$ cat config.mk
export PLATFORM = sky130hd
export DESIGN_NAME = mem_port_arbiter_flat
export DESIGN_NICKNAME = d
export VERILOG_FILES = /design/src/rtl/mem_port_arbiter_pkg.sv /design/src/rtl/mem_port_arbiter_if.sv /design/src/rtl/mem_port_arbiter_rr_pick2.sv /design/src/rtl/mem_port_arbiter.sv /design/src/flat_wrapper.sv
export SDC_FILE = /design/constraint.sdc
export NUM_CORES = 1
export LEC_CHECK = 0
export CORE_AREA = 2 2 115 117
export DETAILED_ROUTE_END_ITERATION = 12
export DIE_AREA = 0 0 117 119
export GPL_TIMING_DRIVEN = 0
export HOLD_SLACK_MARGIN = 0.12
export PLACE_DENSITY_LB_ADDON = 0.05
export SYNTH_ARGS = -nofsm -noshare
export SYNTH_HDL_FRONTEND = slang
export SYNTH_HIERARCHICAL = 1
export SYNTH_SLANG_ARGS = --single-unit
$ cat constraint.sdc
create_clock -name clk -period 2.7 [get_ports clk]
set_input_delay 0.81 -clock clk [delete_from_list [all_inputs] [get_ports clk]]
set_output_delay 0.81 -clock clk [all_outputs]
set_load 0.02 [all_outputs]
$ cat src/rtl/mem_port_arbiter_pkg.sv
// Shared types and constants for the memory-port arbiter.
package mem_port_arbiter_pkg;

  typedef enum logic [1:0] {
    ARB_IDLE,
    ARB_ISSUE,
    ARB_WAIT
  } arb_state_e;

  typedef enum logic {
    REQ_CPU,
    REQ_DBG
  } requester_e;

  // Wait counter width; large enough to hold MEM_LAT_MAX.
  localparam int unsigned CNT_W       = 3;
  localparam int unsigned MEM_LAT_MAX = 4;

endpackage

$ cat src/rtl/mem_port_arbiter_if.sv
// Bundle of requester-side and memory-side signals of the arbiter.
// slave: the arbiter's view. master: the environment's view (CPU, debug, memory).
interface mem_port_arbiter_if #(
  parameter int unsigned ADDR_W = 32,
  parameter int unsigned DATA_W = 32
);
  logic              cpu_req;
  logic              cpu_we;
  logic [ADDR_W-1:0] cpu_addr;
  logic [DATA_W-1:0] cpu_wdata;
  logic              cpu_ack;
  logic [DATA_W-1:0] cpu_rdata;
  logic              cpu_stall;

  logic              dbg_req;
  logic              dbg_we;
  logic [ADDR_W-1:0] dbg_addr;
  logic [DATA_W-1:0] dbg_wdata;
  logic              dbg_ack;
  logic [DATA_W-1:0] dbg_rdata;

  logic              mem_en;
  logic              mem_we;
  logic [ADDR_W-1:0] mem_addr;
  logic [DATA_W-1:0] mem_wdata;
  logic [DATA_W-1:0] mem_rdata;

  modport slave (
    input  cpu_req, cpu_we, cpu_addr, cpu_wdata,
    input  dbg_req, dbg_we, dbg_addr, dbg_wdata,
    input  mem_rdata,
    output cpu_ack, cpu_rdata, cpu_stall,
    output dbg_ack, dbg_rdata,
    output mem_en, mem_we, mem_addr, mem_wdata
  );

  modport master (
    output cpu_req, cpu_we, cpu_addr, cpu_wdata,
    output dbg_req, dbg_we, dbg_addr, dbg_wdata,
    output mem_rdata,
    input  cpu_ack, cpu_rdata, cpu_stall,
    input  dbg_ack, dbg_rdata,
    input  mem_en, mem_we, mem_addr, mem_wdata
  );
endinterface

$ cat src/rtl/mem_port_arbiter_rr_pick2.sv
// Combinational two-way pick: a lone requester wins; on a tie the one that
// was not served last wins, unless prio_b forces b.
module mem_port_arbiter_rr_pick2
  import mem_port_arbiter_pkg::*;
(
  input  logic       req_a,
  input  logic       req_b,
  input  requester_e last,
  input  logic       prio_b,
  output requester_e winner,
  output logic       any
);

  // Select the winner among the active requesters.
  always_comb begin
    any    = req_a | req_b;
    winner = REQ_CPU;
    if (req_a && req_b) begin
      winner = (prio_b || last == REQ_CPU) ? REQ_DBG : REQ_CPU;
    end else if (req_b) begin
      winner = REQ_DBG;
    end
  end

endmodule

$ cat src/rtl/mem_port_arbiter.sv
// Shares one fixed-latency memory port between the CPU and a debug/loader port.
// Optional macro DBG_PRIORITY_EN: debug wins every tie instead of round-robin.
module mem_port_arbiter
  import mem_port_arbiter_pkg::*;
#(
  parameter int unsigned ADDR_W  = 32,
  parameter int unsigned DATA_W  = 32,
  parameter int unsigned MEM_LAT = 1
) (
  input  logic               clk,
  input  logic               reset,
  mem_port_arbiter_if.slave  bus
);

  if (MEM_LAT < 1 || MEM_LAT > MEM_LAT_MAX) begin : g_lat_check
    $error("mem_port_arbiter: MEM_LAT must be within 1..4");
  end

`ifdef DBG_PRIORITY_EN
  localparam logic PRIO_DBG = 1'b1;
`else
  localparam logic PRIO_DBG = 1'b0;
`endif

  localparam logic [CNT_W-1:0] LAT_CNT = CNT_W'(MEM_LAT);

  arb_state_e        state_q, state_d;
  requester_e        owner_q, owner_d;
  requester_e        last_q, last_d;
  logic [CNT_W-1:0]  cnt_q, cnt_d;
  logic              mem_we_q, mem_we_d;
  logic [ADDR_W-1:0] mem_addr_q, mem_addr_d;
  logic [DATA_W-1:0] mem_wdata_q, mem_wdata_d;

  requester_e        winner;
  logic              any_req;
  logic              ack;
  logic              cpu_ack, dbg_ack;
  logic [DATA_W-1:0] cpu_rdata, dbg_rdata;

  mem_port_arbiter_rr_pick2 u_pick (
    .req_a  (bus.cpu_req),
    .req_b  (bus.dbg_req),
    .last   (last_q),
    .prio_b (PRIO_DBG),
    .winner (winner),
    .any    (any_req)
  );

  // State and latched access registers.
  // NOTE: sequential state uses non-blocking assignments so every flop samples pre-edge values.
  always_ff @(posedge clk or posedge reset) begin
    if (reset) begin
      state_q     <= ARB_IDLE;
      owner_q     <= REQ_CPU;
      last_q      <= REQ_DBG;
      cnt_q       <= '0;
      mem_we_q    <= 1'b0;
      mem_addr_q  <= '0;
      mem_wdata_q <= '0;
    end else begin
      state_q     <= state_d;
      owner_q     <= owner_d;
      last_q      <= last_d;
      cnt_q       <= cnt_d;
      mem_we_q    <= mem_we_d;
      mem_addr_q  <= mem_addr_d;
      mem_wdata_q <= mem_wdata_d;
    end
  end

  // Next state: grant in IDLE, strobe in ISSUE, count latency in WAIT.
  always_comb begin
    // NOTE: every variable gets a hold default first so no path infers a latch.
    state_d     = state_q;
    owner_d     = owner_q;
    last_d      = last_q;
    cnt_d       = cnt_q;
    mem_we_d    = mem_we_q;
    mem_addr_d  = mem_addr_q;
    mem_wdata_d = mem_wdata_q;
    unique case (state_q)
      ARB_IDLE: begin
        if (any_req) begin
          owner_d = winner;
          last_d  = winner;
          if (winner == REQ_DBG) begin
            mem_we_d    = bus.dbg_we;
            mem_addr_d  = bus.dbg_addr;
            mem_wdata_d = bus.dbg_wdata;
          end else begin
            mem_we_d    = bus.cpu_we;
            mem_addr_d  = bus.cpu_addr;
            mem_wdata_d = bus.cpu_wdata;
          end
          state_d = ARB_ISSUE;
        end
      end
      ARB_ISSUE: begin
        cnt_d   = CNT_W'(1);
        state_d = ARB_WAIT;
      end
      ARB_WAIT: begin
        if (cnt_q == LAT_CNT) begin
          cnt_d   = '0;
          state_d = ARB_IDLE;
        end else begin
          cnt_d = cnt_q + 1'b1;
        end
      end
      default: state_d = ARB_IDLE;
    endcase
  end

  // Outputs: strobe, owner's ack pulse and ack-gated read data.
  always_comb begin
    ack       = (state_q == ARB_WAIT) && (cnt_q == LAT_CNT);
    cpu_ack   = ack && (owner_q == REQ_CPU);
    dbg_ack   = ack && (owner_q == REQ_DBG);
    cpu_rdata = (cpu_ack && !mem_we_q) ? bus.mem_rdata : '0;
    dbg_rdata = (dbg_ack && !mem_we_q) ? bus.mem_rdata : '0;
  end

  assign bus.cpu_ack   = cpu_ack;
  assign bus.dbg_ack   = dbg_ack;
  assign bus.cpu_rdata = cpu_rdata;
  assign bus.dbg_rdata = dbg_rdata;
  assign bus.cpu_stall = bus.cpu_req & ~cpu_ack;
  assign bus.mem_en    = (state_q == ARB_ISSUE);
  assign bus.mem_we    = mem_we_q;
  assign bus.mem_addr  = mem_addr_q;
  assign bus.mem_wdata = mem_wdata_q;

  // The owner must keep its request high until its ack cycle.
  logic owner_req;
  assign owner_req = (owner_q == REQ_CPU) ? bus.cpu_req : bus.dbg_req;

  a_req_held: assert property (@(posedge clk) disable iff (reset)
    (state_q != ARB_IDLE) |-> owner_req);

endmodule

$ cat src/flat_wrapper.sv
// flat-port wrapper written by rule: the top's interface ports become plain ports
module mem_port_arbiter_flat import mem_port_arbiter_pkg::*;
#(
  parameter int unsigned ADDR_W  = 32,
  parameter int unsigned DATA_W  = 32,
  parameter int unsigned MEM_LAT = 1
)
  (clk, reset, bus_cpu_req, bus_cpu_we, bus_cpu_addr, bus_cpu_wdata, bus_dbg_req, bus_dbg_we, bus_dbg_addr, bus_dbg_wdata, bus_mem_rdata, bus_cpu_ack, bus_cpu_rdata, bus_cpu_stall, bus_dbg_ack, bus_dbg_rdata, bus_mem_en, bus_mem_we, bus_mem_addr, bus_mem_wdata);
  mem_port_arbiter_if #(.ADDR_W(ADDR_W), .DATA_W(DATA_W)) bus_i ();
  input  logic clk;
  input  logic reset;
  input wire logic [$bits(bus_i.cpu_req)-1:0] bus_cpu_req;
  input wire logic [$bits(bus_i.cpu_we)-1:0] bus_cpu_we;
  input wire logic [$bits(bus_i.cpu_addr)-1:0] bus_cpu_addr;
  input wire logic [$bits(bus_i.cpu_wdata)-1:0] bus_cpu_wdata;
  input wire logic [$bits(bus_i.dbg_req)-1:0] bus_dbg_req;
  input wire logic [$bits(bus_i.dbg_we)-1:0] bus_dbg_we;
  input wire logic [$bits(bus_i.dbg_addr)-1:0] bus_dbg_addr;
  input wire logic [$bits(bus_i.dbg_wdata)-1:0] bus_dbg_wdata;
  input wire logic [$bits(bus_i.mem_rdata)-1:0] bus_mem_rdata;
  output wire logic [$bits(bus_i.cpu_ack)-1:0] bus_cpu_ack;
  output wire logic [$bits(bus_i.cpu_rdata)-1:0] bus_cpu_rdata;
  output wire logic [$bits(bus_i.cpu_stall)-1:0] bus_cpu_stall;
  output wire logic [$bits(bus_i.dbg_ack)-1:0] bus_dbg_ack;
  output wire logic [$bits(bus_i.dbg_rdata)-1:0] bus_dbg_rdata;
  output wire logic [$bits(bus_i.mem_en)-1:0] bus_mem_en;
  output wire logic [$bits(bus_i.mem_we)-1:0] bus_mem_we;
  output wire logic [$bits(bus_i.mem_addr)-1:0] bus_mem_addr;
  output wire logic [$bits(bus_i.mem_wdata)-1:0] bus_mem_wdata;
  assign bus_i.cpu_req = bus_cpu_req;
  assign bus_i.cpu_we = bus_cpu_we;
  assign bus_i.cpu_addr = bus_cpu_addr;
  assign bus_i.cpu_wdata = bus_cpu_wdata;
  assign bus_i.dbg_req = bus_dbg_req;
  assign bus_i.dbg_we = bus_dbg_we;
  assign bus_i.dbg_addr = bus_dbg_addr;
  assign bus_i.dbg_wdata = bus_dbg_wdata;
  assign bus_i.mem_rdata = bus_mem_rdata;
  assign bus_cpu_ack = bus_i.cpu_ack;
  assign bus_cpu_rdata = bus_i.cpu_rdata;
  assign bus_cpu_stall = bus_i.cpu_stall;
  assign bus_dbg_ack = bus_i.dbg_ack;
  assign bus_dbg_rdata = bus_i.dbg_rdata;
  assign bus_mem_en = bus_i.mem_en;
  assign bus_mem_we = bus_i.mem_we;
  assign bus_mem_addr = bus_i.mem_addr;
  assign bus_mem_wdata = bus_i.mem_wdata;
  mem_port_arbiter #(.ADDR_W(ADDR_W), .DATA_W(DATA_W), .MEM_LAT(MEM_LAT)) u_core (.clk(clk), .reset(reset), .bus(bus_i));
endmodule
==> results of run 1 <==
[worst register-to-register path: cells and delay by family (launching register included)]
| family | cells | cell delay [ps] |
|---|---|---|
| flip-flops | 1 | 390 |
| adder cells (fa/ha/maj) | 1 | 150 |
| buffers and inverters | 5 | 990 |
| AO/OA/AOI/OAI | 1 | 140 |
| AND/OR/NAND/NOR | 2 | 170 |
[synth_stat cells]
library cell | count | area [um^2]
clkbuf_2 | 6 | 30.0
clkbuf_1 | 7 | 26.3
nand2b_1 | 1 | 6.26
nor3_4 | 2 | 32.5
inv_1 | 8 | 30.0
o21a_1 | 1 | 7.51
mux2_2 | 2 | 22.5
or3b_1 | 1 | 8.76
nand4_1 | 1 | 6.26
dfstp_2 | 1 | 26.3
and2b_2 | 1 | 8.76
nor2b_1 | 2 | 12.5
nand3_1 | 2 | 10.0
mux2i_1 | 65 | 651
nand4bb_2 | 1 | 16.3
a31oi_1 | 1 | 6.26
nand2_1 | 1 | 3.75
a21boi_0 | 1 | 7.51
buf_4 | 5 | 37.5
o21ai_0 | 6 | 30.0
ha_1 | 4 | 50.1
conb_1 | 1 | 3.75
buf_2 | 11 | 55.1
a21oi_1 | 65 | 325
or2_1 | 1 | 6.26
and2_1 | 65 | 407
dfrtp_1 | 71 | 1780
nor2_1 | 67 | 251
a21oi_2 | 1 | 8.76
[power breakdown]
group | leakage (nW) | internal (mW) | switching, mW
combinational | 2.50 | 1.82 | 2.00
sequential | 0.799 | 1.60 | 0.292
clock | 0.158 | 0.828 | 0.449
total | 3.46 | 4.25 | 2.74
[timing repair]
item | in CTS | in global routing
pin swaps | 20 | 15
endpoints found under the setup margin | 67 | 64
gates cloned | 3 | 1
resized for setup | 366 | 100
hold buffers | 0 | 0
buffers inserted | 7 | 3
[final cells by class]
cell class / instances / area, um^2
fillers: 1102 / 5050
repair buffers: 313 / 3210
multi-input cells: 292 / 2040
flip-flops and latches: 72 / 1800
clock buffers: 10 / 239
well taps: 176 / 220
plain buffers: 29 / 204
clock inverters: 6 / 82.6
inverters: 8 / 32.5
diodes: 1 / 2.50
[routing by layer]
| layer | wire, um | share of wire (%) |
|---|---|---|
| met1 | 5330 | 35 |
| met2 | 8250 | 54 |
| met3 | 1360 | 8.9 |
| met4 | 240 | 1.6 |
| met5 | 0 | 0 |
[cell families (layout without fill, tap and decap cells)]
kind of cell / after synthesis / after routing / share of synthesized area [%]
flip-flops: 72 / 72 / 46.7
other: 1 / 2 / 0.0971
adder cells (fa/ha/maj): 4 / 4 / 1.30
AO/OA/AOI/OAI: 75 / 75 / 9.97
multiplexers: 67 / 67 / 17.4
AND/OR/NAND/NOR: 145 / 145 / 19.9
buffers and inverters: 37 / 366 / 4.63
[registers in the layout (all words and copies together), names as in the netlist]
name,flops
u_core/bus.mem_we,1
u_core/last_q,1
u_core/cnt_q,3
u_core/bus.mem_wdata,32
u_core/bus.mem_addr,32
u_core/state_q,2
u_core/owner_q,1
[worst paths after layout]
path / from / slack, ps / endpoint / cells past startpoint
min in group asynchronous: reset / 800 / u_core/bus.mem_wdata[18]$_DFFE_PP0P_ / 2
max in group asynchronous: reset / 1300 / u_core/last_q$_DFFE_PP1P_ / 3
max reg2reg: u_core/state_q[0]$_DFFE_PP0P_ / 780 / u_core/bus.mem_addr[29]$_DFFE_PP0P_ / 9
min: u_core/last_q$_DFFE_PP1P_ / 510 / u_core/last_q$_DFFE_PP1P_ / 2
max: u_core/state_q[0]$_DFFE_PP0P_ / -70 / bus_dbg_rdata[18] / 8
min reg2reg: u_core/last_q$_DFFE_PP1P_ / 510 / u_core/last_q$_DFFE_PP1P_ / 2
==> impl_metrics.tcl, run 1 <==
set metrics [dict create \
    finalMaxSlewViolations 0 \
    io_buffers 298 \
    num_rows 42 \
    cp_max_fo 5 \
    nets 895 \
    syn_area_per_cell_um2 9.64 \
    power.density_nw_per_um2 893 \
    syn-num-nets 571 \
    mostFrequentLayoutCell "clkdlybuf4s50_1" \
    synth-seq-area-share_pct 46.7 \
    clk_pin_slew_ps 50 \
    min_period_ps 2770 \
    dp_slack_ps -495 \
    grt_max_degree 50 \
    grt_use_met3_pct 7.68 \
    routed_wirelength_um 15200 \
    crit_arrival_ps 1960 \
    hpwl_um 11600 \
    grt_pass1_wl_um 22700 \
    grt_use_total_pct 21.3 \
    grt_pass1_vias 4178 \
    grtUsageMet1_pct 22.0 \
    detail_route.vias_per_cell 4.50 \
    insertion_delay_ps 330 \
    met2_usage_pct 39.6 \
    finalPower_mw 6.99 \
    drc 0 \
    routedWlPerCell_um 16.7 \
    initial_core_util_pct 30.0 \
    cts_sinks 72 \
    num_vias 4083 \
    irDropWorstVdd_uv 474 \
    dp.cells 876 \
    status "finished with violations" \
    drv_cap 0 \
    fp.coreArea_um2 12900 \
    finClkSkew_ps 5.19 \
    critPathLaunchType "register" \
    min_path_type "register to register" \
    syn-instance-count 401 \
    die_h_um 119 \
    gp_congestion 0.777 \
    rsz0062_at_grt "yes" \
    criticalPathCategory "register to output pin" \
    cpPeakStageDelay_ps 390 \
    grt.busiest_layer "met2" \
    syn_area_um2 3860 \
    die_w_um 117 \
    cp-end-kind "output pin" \
    drt-initial-drc-count 109 \
    ys_warn_count 6 \
    fin_area_um2 7830 \
    grt-ovfl-total 0 \
    cts_buffer_depth 2 \
    synth_seq_cells 72 \
    p_leak_nw 3.46 \
    layout_setup_ws_ps -65.8 \
    setup_viol 12 \
    crit_slowest_cell "dfrtp_1" \
    pin_count 299 \
    crit_top_cell "buf_6" \
    cts_tree "done" \
    hold_viol_final 0 \
    drt_pass1_iterations 4 \
    antenna_left 0 \
    finalCritPeriodShare_pct 102 \
    drive_above_1_share_pct 24.9 \
    numCtsBuffers 9 \
    cts-root-buf "clkbuf_16" \
    layout_common_cells "clkdlybuf4s50_1 (231), dfrtp_1 (71), nor2_1 (67)" \
    fin_cells 907 \
    required_ps 1890 \
    post_dp_cell_area_um2 7100 \
    fmax_mhz 362 \
    htreeDepth 3 \
    dieArea_um2 13900 \
    path_buf_inv 4 \
    whs_ps 507 \
    antenna_found_initial 1 \
    ys_types 29 \
    violations "setup timing" \
    tightest_slew_ps 535 \
    crit_chain "inv_2 > ha_4 > nand4bb_4 > nor3_4 > buf_6 > clkbuf_16 > and2_4 > buf_6" \
    critPathTopFamily "simple AND/OR/NAND/NOR gates" \
    area_delta_synth_final_pct 103 \
    maxSlewHeadroom_pct 64.3 \
    utilization_pct 60.8 \
    finalSetupTns_ps -328 \
]
(Power assumes the default switching activity.)
==> run 2, diff against run 1 <==
- RECOVER_POWER: not set -> 50
==> impl_metrics.tcl, run 2 (synthesis gave the netlist of run 1 again) <==
set metrics [dict create \
    status "finished with violations" \
    violations "setup timing" \
    pin_count 299 \
    nets 895 \
    numCtsBuffers 9 \
    mostFrequentLayoutCell "clkdlybuf4s50_1" \
    cp-end-kind "output pin" \
    rsz0062_at_grt "yes" \
    grt_pass1_vias 4178 \
    cts-root-buf "clkbuf_16" \
    gp_congestion 0.777 \
    hold_viol_final 0 \
    fp.coreArea_um2 12900 \
    drt-initial-drc-count 109 \
    drc 0 \
    finalPower_mw 6.99 \
    insertion_delay_ps 330 \
    grt_use_total_pct 21.3 \
    htreeDepth 3 \
    power.density_nw_per_um2 893 \
    routed_wirelength_um 15200 \
    antenna_found_initial 1 \
    dp_slack_ps -495 \
    hpwl_um 11600 \
    layout_common_cells "clkdlybuf4s50_1 (230), dfrtp_1 (71), nor2_1 (67)" \
    clk_pin_slew_ps 50 \
    drive_above_1_share_pct 24.9 \
    routedWlPerCell_um 16.7 \
    num_vias 4087 \
    min_path_type "register to register" \
    utilization_pct 60.8 \
    die_h_um 119 \
    fillers 1101 \
    num_rows 42 \
    cts_buffer_depth 2 \
    drt_pass1_iterations 4 \
    multiInputGateArea_um2 2040 \
    maxSlewHeadroom_pct 21.1 \
    grt_max_degree 50 \
    cts_tree "done" \
    cts_sinks 72 \
    area_delta_synth_final_pct 103 \
    cp_max_fo 5 \
    setup_viol 12 \
    drv_cap 0 \
    finalMaxSlewViolations 0 \
    regArea_um2 1800 \
    min_period_ps 2770 \
    criticalPathCategory "register to output pin" \
    tightest_slew_ps 1180 \
    detail_route.vias_per_cell 4.51 \
    ctsHoldBuffers 0 \
    finalCritPeriodShare_pct 102 \
    required_ps 1890 \
    grt_pass1_wl_um 22700 \
    whs_ps 507 \
    die_w_um 117 \
    p_leak_nw 3.45 \
    critPathLaunchType "register" \
    initial_core_util_pct 30.0 \
    io_buffers 298 \
    irDropWorstVdd_uv 474 \
    antenna_left 0 \
    fmax_mhz 362 \
    layout_setup_ws_ps -65.8 \
    crit_arrival_ps 1960 \
    finClkSkew_ps 5.19 \
    grt-ovfl-total 0 \
    dieArea_um2 13900 \
]
==> run 2: cell type report <==
cell class / count / share of cell area [%]
antenna: 1 / 0.0320
inverter: 8 / 0.400
buffer: 29 / 2.61
tap: 176 / 2.81
clock inverter: 6 / 1.06
timing repair buffer: 313 / 41.0
multi-input combinational: 292 / 26.0
clock buffer: 10 / 3.05
sequential: 72 / 23.0
==> run 2: metrics by stage <==
stage	cells	cell area, um^2	TNS (ps)
after floorplan	401	3860	0
final	907	7830	-328
after detailed placement	876	7100	-27260
after global routing	907	7830	-5220
after CTS	902	7600	-3180
after global placement	875	7070	-112510
==> run 2: power by group <==
part | switching [mW] | leakage (nW) | internal (mW)
logic | 2.00 | 2.50 | 1.82
clock network | 0.450 | 0.158 | 0.828
registers | 0.292 | 0.799 | 1.60
total | 2.74 | 3.45 | 4.25
==> run 2: worst paths after layout <==
check / end / cells past startpoint / startpoint / slack (ps)
setup reg to reg: u_core/bus.mem_addr[29]$_DFFE_PP0P_ / 9 / u_core/state_q[0]$_DFFE_PP0P_ / 780
max in group asynchronous: u_core/last_q$_DFFE_PP1P_ / 3 / reset / 730
hold reg to reg: u_core/last_q$_DFFE_PP1P_ / 2 / u_core/last_q$_DFFE_PP1P_ / 510
hold / removal: u_core/last_q$_DFFE_PP1P_ / 2 / u_core/last_q$_DFFE_PP1P_ / 510
min in group asynchronous: u_core/bus.mem_wdata[18]$_DFFE_PP0P_ / 2 / reset / 1160
setup / recovery: bus_dbg_rdata[18] / 8 / u_core/state_q[0]$_DFFE_PP0P_ / -70
==> run 2: layer usage <==
metal | GRT usage [%] | part of all wire, % | vias up
met3 | 7.68 | 8.9 | 12
li1 | - | - | 1985
met2 | 39.6 | 54 | 183
met4 | 6.25 | 1.6 | 0
met5 | 0 | 0 | -
met1 | 22.0 | 35 | 1907
==> run 2: what timing repair did <==
item | CTS | global route
cloned | 3 | 1
gates resized for setup | 366 | 100
endpoints found under the setup margin | 67 | 64
pin swaps | 20 | 15
buffers inserted | 7 | 3
==> run 2: critical path, cell delays in order, from the launching register on <==
cell       delay, ps
dfrtp_1          390
inv_2            110
ha_4             160
nand4bb_4        160
nor3_4           230
buf_6            160
clkbuf_16        140
and2_4           150
buf_6            120
==> run 3, diff against run 2 <==
- SKIP_LAST_GASP: not set -> 1
==> impl_metrics.tcl, run 3 (synthesis gave the netlist of run 1 again) <==
set metrics [dict create \
    status "finished with violations" \
    violations "setup timing" \
    drv_cap 0 \
    finalCritPeriodShare_pct 102 \
    r2r-end "u_core/bus.mem_addr[29]$_DFFE_PP0P_" \
    routed_wirelength_um 15000 \
    nets 896 \
    grt_pass1_wl_um 22700 \
    p_leak_nw 3.44 \
    post_dp_cell_area_um2 7100 \
    maxSlewHeadroom_pct 21.0 \
    rr_startpoint "u_core/state_q[0]$_DFFE_PP0P_" \
    mostFrequentLayoutCell "clkdlybuf4s50_1" \
    finalMaxSlewViolations 0 \
    tightest_slew_ps 1180 \
    irDropWorstVdd_uv 474 \
    grt-ovfl-total 0 \
    hold_start "u_core/last_q$_DFFE_PP1P_" \
    drive_above_1_share_pct 24.4 \
    critPathLaunchType "register" \
    io_buffers 298 \
    crit_arrival_ps 1950 \
    utilization_pct 60.7 \
    cp_max_fo 10 \
    num_rows 42 \
    layout_setup_ws_ps -57.7 \
    grt_use_total_pct 21.3 \
    criticalPathCategory "register to output pin" \
    fp.coreArea_um2 12900 \
    fillers 1113 \
    antenna_left 0 \
    fin_area_um2 7820 \
    finalPower_mw 6.98 \
    htreeDepth 3 \
    required_ps 1890 \
    dp_slack_ps -495 \
    dieArea_um2 13900 \
    r2r_setup_slack_ps 780 \
    numCtsBuffers 9 \
    clk_pin_slew_ps 50 \
    hold_viol_final 0 \
    holdPathEnd "u_core/last_q$_DFFE_PP1P_" \
    num_vias 4069 \
    drt-initial-drc-count 123 \
    die_w_um 117 \
    finalSetupTns_ps -471 \
    insertion_delay_ps 330 \
    min_path_type "register to register" \
    min_period_ps 2760 \
    die_h_um 119 \
    hold_depth 2 \
    fmax_mhz 363 \
    finClkSkew_ps 5.22 \
    layout_common_cells "clkdlybuf4s50_1 (230), dfrtp_1 (71), nor2_1 (67)" \
    cts_tree "done" \
    gp_congestion 0.777 \
    grt_pass1_vias 4159 \
    cts_buffer_depth 2 \
    drc 0 \
    initial_core_util_pct 30.0 \
    routedWlPerCell_um 16.5 \
    setup_viol 18 \
    area_delta_synth_final_pct 102 \
    drt_pass1_iterations 4 \
    cts_sinks 72 \
    pin_count 299 \
    reg2reg_depth 9 \
    antenna_found_initial 1 \
    hpwl_um 11600 \
    rsz0062_at_grt "yes" \
    grt_max_degree 50 \
    detail_route.vias_per_cell 4.48 \
    cp-end-kind "output pin" \
    cts-root-buf "clkbuf_16" \
    power.density_nw_per_um2 893 \
]
[run 3: area by class of cell]
type | instances | area [um^2] | share of cell area [%]
Buffer | 29 | 200 | 2.56
Antenna cell | 1 | 2.50 | 0.0320
Inverter | 8 | 31.3 | 0.400
Sequential cell | 72 | 1800 | 23.1
Timing Repair Buffer | 314 | 3210 | 41.1
Clock buffer | 10 | 239 | 3.06
Multi-Input combinational cell | 292 | 2030 | 25.9
Tap cell | 176 | 220 | 2.82
Clock inverter | 6 | 82.6 | 1.06
[run 3: repair_timing]
action                                  CTS  global route
setup buffers                             7             4
pin swaps                                17            18
gates resized for setup                 321           118
hold endpoints to repair                  0             0
endpoints found under the setup margin   67            64
cloned                                    3             1
hold buffers                              0             0
[run 3: worst max path at each step]
stage / startpoint / endpoint / slack [ps] / depth (start not counted)
global route: u_core/state_q[0]$_DFFE_PP0P_ / bus_dbg_rdata[21] / -180 / 7
global placement: reset / u_core/bus.mem_addr[11]$_DFFE_PP0P_ / -1250 / 2
detailed placement: u_core/state_q[0]$_DFFE_PP0P_ / bus_dbg_rdata[18] / -500 / 7
finish: u_core/state_q[0]$_DFFE_PP0P_ / bus_dbg_rdata[21] / -60 / 7
CTS: u_core/state_q[0]$_DFFE_PP0P_ / bus_dbg_rdata[3] / -160 / 8
floorplan: reset / u_core/bus.mem_addr[0]$_DFFE_PP0P_ / 70 / 1
[run 3: power breakdown]
part | switching (mW) | leakage, nW | internal (mW)
Clock | 0.451 | 0.158 | 0.828
Sequential | 0.292 | 0.799 | 1.60
Combinational | 1.99 | 2.48 | 1.82
Total | 2.73 | 3.44 | 4.25
[run 3: routing by layer]
metal  up-vias  global-route usage [%]  wire [um]
met1      1887                    22.3       5210
met5         -                       0          0
li1       1987                       -          -
met3        12                    7.53       1370
met2       183                    39.2       8150
met4         0                    6.76        233
[run 3: worst max-delay path, stage by stage, from the launching register on]
cell and delay [ps]:
dfrtp_1 390, inv_2 110, ha_4 160, nand4bb_4 160, nor3_4 230, buf_6 170, and2_1 130, clkdlybuf4s15_2 260
[run 3: through the flow]
| stage | instances | hold WS [ps] |
|---|---|---|
| floorplan | 401 | 461 |
| global placement | 875 | 477 |
| detailed placement | 876 | 503 |
| CTS | 902 | 512 |
| global route | 908 | 539 |
| finish | 908 | 507 |
